<file path="src/rtl/thread_fetch_unit.sv">
// ---------------------------------------------------------------------------
// thread_fetch_unit
//
// Per-thread instruction fetch stage placed after the thread scheduler.
// It accepts a thread ID, reads that thread's program counter and issues one
// instruction-memory read. The returned word goes to decode over a
// valid/ready handshake, and then the thread's PC advances by one.
//
// Optional feature (macro FETCH_HALT_DETECT_EN):
//   A captured word whose top nibble is 4'hF is treated as a HALT. It is
//   still delivered to decode. On its handshake the thread's sticky
//   thread_done bit is set and its PC is left unchanged. When the macro is
//   not defined, thread_done is constant 0.
//
// Ports:
//   clk, reset        : clock and synchronous active-high reset
//   launch, start_pc  : load every PC with start_pc and clear thread_done
//                       (honoured in IDLE only)
//   sched_valid/ready : scheduler handshake; sched_thread is the offered ID
//   mem_req_*         : instruction-memory read request (valid/ready, addr)
//   mem_rsp_*         : instruction-memory read response (valid, data)
//   instr_*           : fetched word to decode (valid/ready, data, thread, pc)
//   thread_done       : sticky per-thread halted flags
// ---------------------------------------------------------------------------
module thread_fetch_unit #(
  parameter int NUM_THREADS     = 4,
  parameter int THREAD_ID_WIDTH = 3,
  parameter int PC_WIDTH        = 8,
  parameter int INSTR_WIDTH     = 16
) (
  input  logic                       clk,
  input  logic                       reset,
  input  logic                       launch,
  input  logic [PC_WIDTH-1:0]        start_pc,
  input  logic                       sched_valid,
  input  logic [THREAD_ID_WIDTH-1:0] sched_thread,
  output logic                       sched_ready,
  output logic                       mem_req_valid,
  output logic [PC_WIDTH-1:0]        mem_req_addr,
  input  logic                       mem_req_ready,
  input  logic                       mem_rsp_valid,
  input  logic [INSTR_WIDTH-1:0]     mem_rsp_data,
  output logic                       instr_valid,
  input  logic                       instr_ready,
  output logic [INSTR_WIDTH-1:0]     instr_data,
  output logic [THREAD_ID_WIDTH-1:0] instr_thread,
  output logic [PC_WIDTH-1:0]        instr_pc,
  output logic [NUM_THREADS-1:0]     thread_done
);

  typedef enum logic [1:0] {
    S_IDLE = 2'd0,
    S_REQ  = 2'd1,
    S_WAIT = 2'd2,
    S_OUT  = 2'd3
  } state_t;

  state_t state, state_nxt;

  logic [PC_WIDTH-1:0]        pc_r [NUM_THREADS];
  logic [NUM_THREADS-1:0]     done_r;

  // Latched request (thread and PC) and captured response word.
  logic [THREAD_ID_WIDTH-1:0] tid_p0;
  logic [PC_WIDTH-1:0]        pc_p0;
  logic [INSTR_WIDTH-1:0]     data_p1;

  logic [PC_WIDTH-1:0]        sel_pc;
  logic                       sel_hit;
  logic                       sel_done;
  logic                       accept;
  logic                       start_fetch;
  logic                       out_fire;
  logic                       do_launch;
  logic                       is_halt;

  // PC advance, wrapping modulo 2^PC_WIDTH.
  function automatic logic [PC_WIDTH-1:0] pc_inc(input logic [PC_WIDTH-1:0] pc);
    return pc + PC_WIDTH'(1);
  endfunction

  // Look up the offered thread. IDs >= NUM_THREADS match no entry, so
  // sel_hit stays low and the offer is consumed without a fetch.
  always_comb begin
    sel_pc   = '0;
    sel_hit  = 1'b0;
    sel_done = 1'b0;
    for (int i = 0; i < NUM_THREADS; i++) begin
      if (sched_thread == THREAD_ID_WIDTH'(i)) begin
        sel_hit  = 1'b1;
        sel_pc   = pc_r[i];
        sel_done = done_r[i];
      end
    end
  end

  assign accept      = (state == S_IDLE) && sched_valid && sched_ready;
  assign start_fetch = accept && sel_hit && !sel_done;
  assign out_fire    = (state == S_OUT) && instr_ready;
  assign do_launch   = (state == S_IDLE) && launch;

`ifdef FETCH_HALT_DETECT_EN
  assign is_halt = (data_p1[INSTR_WIDTH-1 -: 4] == 4'hF);
`else
  assign is_halt = 1'b0;
`endif

  // FSM state register
  always_ff @(posedge clk) begin
    if (reset) begin
      state <= S_IDLE;
    end else begin
      state <= state_nxt;
    end
  end

  // FSM next-state logic
  always_comb begin
    state_nxt = state;
    case (state)
      S_IDLE: if (start_fetch)   state_nxt = S_REQ;
      S_REQ:  if (mem_req_ready) state_nxt = S_WAIT;
      S_WAIT: if (mem_rsp_valid) state_nxt = S_OUT;
      S_OUT:  if (instr_ready)   state_nxt = S_IDLE;
      default:                   state_nxt = S_IDLE;
    endcase
  end

  // FSM outputs; launch takes priority over a scheduler offer.
  always_comb begin
    sched_ready   = (state == S_IDLE) && !launch && !reset;
    mem_req_valid = (state == S_REQ);
    instr_valid   = (state == S_OUT);
  end

  assign mem_req_addr = pc_p0;
  assign instr_pc     = pc_p0;
  assign instr_thread = tid_p0;
  assign instr_data   = data_p1;

  // Stage p0: latch thread and PC on a fetch-starting accept.
  // Stage p1: capture the memory response in WAIT.
  always_ff @(posedge clk) begin
    if (reset) begin
      tid_p0  <= '0;
      pc_p0   <= '0;
      data_p1 <= '0;
      for (int i = 0; i < NUM_THREADS; i++) pc_r[i] <= '0;
    end else begin
      if (start_fetch) begin
        tid_p0 <= sched_thread;
        pc_p0  <= sel_pc;
      end
      if ((state == S_WAIT) && mem_rsp_valid) begin
        data_p1 <= mem_rsp_data;
      end
      if (do_launch) begin
        for (int i = 0; i < NUM_THREADS; i++) pc_r[i] <= start_pc;
      end else if (out_fire && !is_halt) begin
        for (int i = 0; i < NUM_THREADS; i++) begin
          if (tid_p0 == THREAD_ID_WIDTH'(i)) pc_r[i] <= pc_inc(pc_r[i]);
        end
      end
    end
  end

`ifdef FETCH_HALT_DETECT_EN
  always_ff @(posedge clk) begin
    if (reset) begin
      done_r <= '0;
    end else if (do_launch) begin
      done_r <= '0;
    end else if (out_fire && is_halt) begin
      for (int i = 0; i < NUM_THREADS; i++) begin
        if (tid_p0 == THREAD_ID_WIDTH'(i)) done_r[i] <= 1'b1;
      end
    end
  end
`else
  assign done_r = '0;
`endif

  assign thread_done = done_r;

endmodule

</file>
<file path="config.mk">
export PLATFORM = sky130hd
export DESIGN_NAME = thread_fetch_unit
export DESIGN_NICKNAME = d
export VERILOG_FILES = /design/src/rtl/thread_fetch_unit.sv
export SDC_FILE = /design/constraint.sdc
export NUM_CORES = 1
export LEC_CHECK = 0
export CORE_AREA = 3 3 64 126
export DETAILED_ROUTE_END_ITERATION = 16
export DIE_AREA = 0 0 67 129
export GPL_ROUTABILITY_DRIVEN = 0
export PLACE_DENSITY_LB_ADDON = 0.3
export SLEW_MARGIN = 20
export SYNTH_ARGS = -nofsm -noshare
export SYNTH_HDL_FRONTEND = slang
export SYNTH_SLANG_ARGS = --single-unit
</file>
<file path="constraint.sdc">
create_clock -name clk -period 5.5 [get_ports clk]
set_clock_uncertainty 0.05 [all_clocks]
set_input_delay 0.55 -clock clk [delete_from_list [all_inputs] [get_ports clk]]
set_output_delay 0.55 -clock clk [all_outputs]
set_load 0.1 [all_outputs]
</file>
==> key figures <==
Yosys
  • Seq/Total Area, Yosys: 0.484
  • Yosys warnings: 0
  • Synth area leaders: edfxtp_1 (30%), dfxtp_1 (18%), nand2_1 (7.2%), mux4_2 (5.7%), o21ai_0 (3.8%)
  • Post-synth top area cell: edfxtp_1
  • Post-Syn Area: 3190 um2
  • Fraction of registers with async set/reset: 0
  • Top FF cell, synth: edfxtp_1
  • Synth top area share: 0.301
  • Distinct cell type count after synthesis: 35
  • Mapped Cells: 315
  • Post-Synthesis Mean Instance Area: 10.1 um2
  • EDFF count, synth: 32
  • Register bit count reported by yosys: 61

Final layout
  • Final #Nets: 418
  • Most frequent cells in the layout: clkdlybuf4s50_1 (71), nand2_1 (61), edfxtp_1 (32), dfxtp_1 (29), o21ai_0 (24)
  • Filler instances: 655
  • Synthesis-to-layout area growth: 30.9%
  • Final core occ: 0.574
  • Ant diodes: 0
  • Finished Layout Cells: 472
  • Post-route cell area: 4170 um2
  • Most common cell after layout, fill and taps aside: clkdlybuf4s50_1
  • Layout cells sized above 1: 0.0711

Min path
  • HP Class: reg2reg
  • Min-delay src: instr_data[0]

Place
  • IO buf count: 71
  • DP Cell Count: 456
  • Post-DP Area: 3880 um2
  • DP Wirelength: 6.54 mm
  • Post-place setup slack: 2.24 ns

CTS
  • TritonCTS Sinks: 61
  • Clk buf depth: 2
  • CTS tree: built
  • Worst-path clk slew: 0.06 ns
  • Max H-tree Level: 3
  • CTS resizes: 0
  • CTS Hold Buffers Added: 0
  • Cts bufs inserted: 9
  • CTS Root Cell: clkbuf_16
  • # Post-CTS Setup Buffers: 0
  • Clk Latency, worst-skew pair: 0.33 ns

Global route
  • Grt total ovfl: 0
  • Largest net degree at the start of global routing: 35
  • Gr usage total: 0.205
  • Vias in the first global route: 2486
  • Initial antenna violation count: 0
  • Global-route wire length before repair: 12.8 mm

Pwr
  • Lkg Pwr: 1.55 nW
  • Total power divided by cell area: 384 nW/um2
  • Peak VDD IR: 0.165 mV

Die
  • Chip height: 129 um
  • Std-Cell Rows: 44
  • Die W: 67 um
  • Core region area: 7270 um2
  • Initial Util: 0.439
  • Die outline area: 8640 um2
  • Top Ports: 76

Detailed routing
  • Post-route ant nets: 0
  • WL final: 8.24 mm
  • Vias per cell: 5.42
  • Post-DR wirelength/cell: 17.5 um
  • 1st-iter DRT viols: 122
  • # DRC: 0
  • Via count: 2557
  • First-pass DRT Iterations: 4

Setup path
  • Reg-to-reg startpoint: state[0]
  • Critical Path Most Common Cell: clkdlybuf4s50_1
  • Crit path cell chain: clkdlybuf4s50_1 > buf_4 > nor3b_1 > clkdlybuf4s50_1
  • Max stage delay on crit path: 1.19 ns
  • Worst setup SP type: primary input
  • Crit path to: sched_ready
  • CP max-delay cell: clkdlybuf4s50_1
  • Worst setup startpoint: reset
  • Req. time, crit path: 4.90 ns
  • Reg2reg setup slack: 2.82 ns
  • R2R depth: 6
  • Reg2reg end: pc_r[1][1]
  • Worst setup EP type: output pin
  • Crit path kind: in2out
  • Crit path DAT: 2.66 ns
  • Largest fanout on the critical path: 34

STA
  • Tcrit/Tclk final: 0.593
  • Rel. slew slack: 0.335
  • Min Tclk post-route: 3.26 ns
  • Final Hold Vio Count: 0
  • Unrepaired setup endpoints after global routing: false
  • Final WS setup: 2.24 ns
  • Max Slew Vio Count: 0
  • FMAX: 306 MHz
  • Final setup viols: 0
  • Worst Tran Pin Value: 0.995 ns
  • Setup TNS: 0 ns

Outcome
  • Outcome: finished, final reports clean

Flow run
  • Max Cap Viol: 0
## how the worst min path moves through the flow
stage / to / slack [ns] / cells after the start
after floorplan: state[0] / 0.46 / 2
after global placement: instr_data[9] / 0.39 / 2
after detailed placement: instr_data[14] / 0.40 / 2
after CTS: instr_data[14] / 0.40 / 2
after global routing: instr_data[7] / 0.43 / 2
final: instr_data[0] / 0.40 / 2
## kinds of logic after synthesis
group | synth area share
AOI/OAI and AO/OA | 0.103
xor gates and xnor gates | 0.0687
adders and majority gates | 0.0353
buffers and inverters | 0.0573
DFF | 0.484
muxes | 0.0911
other | 0.00118
and+or+nand+nor | 0.160
## metrics by stage
step	hold WS, ns	total power [mW]
after global placement	0.393	1.06
after global routing	0.427	1.67
final	0.403	1.60
after detailed placement	0.397	1.07
after CTS	0.405	1.61
after floorplan	0.461	0.944
## power by group
| group | switching, mW | internal (mW) | total, mW |
|---|---|---|---|
| Combinational | 0.252 | 0.150 | 0.403 |
| Clock | 0.196 | 0.343 | 0.538 |
| Sequential | 0.0930 | 0.569 | 0.662 |
| Total | 0.541 | 1.06 | 1.60 |
## Yosys cell counts, types with 9 or more instances
| cell type | instances |
|---|---|
| a21oi_1 | 17 |
| buf_4 | 12 |
| clkbuf_1 | 11 |
| dfxtp_1 | 29 |
| edfxtp_1 | 32 |
| ha_1 | 9 |
| mux2i_1 | 11 |
| nand2_1 | 61 |
| nand3_1 | 13 |
| nor2_1 | 17 |
| o21ai_0 | 24 |
| xnor2_1 | 12 |
| xor2_1 | 13 |
## state kept, by name (all words and copies together), names as in the netlist
name / count
instr_pc: 8
state: 2
instr_data: 16
instr_thread: 3
pc_r: 32
## per-layer routing
| layer | share of wire | GRT usage | up-vias | routed length [um] |
|---|---|---|---|---|
| li1 | - | - | 1216 | - |
| met1 | 0.34 | 0.185 | 1215 | 2760 |
| met2 | 0.56 | 0.387 | 102 | 4650 |
| met3 | 0.057 | 0.0480 | 24 | 469 |
| met4 | 0.044 | 0.128 | 0 | 362 |
| met5 | 0 | 0 | - | 0 |
## area by class of cell
cell class	count	area, um2	area share
Clock inverter	5	30.0	0.00719
Sequential cell	61	1540	0.369
Multi-Input combinational cell	223	1480	0.353
Timing Repair Buffer	72	718	0.172
Tap cell	92	115	0.0276
Inverter	8	30.0	0.00719
Clock buffer	11	264	0.0632
## critical path: cells and delay by family
kind | cells | cell delay [ns]
buffers and inverters | 3 | 1.83
AND/OR/NAND/NOR | 1 | 0.29
(Power assumes the default switching activity.)
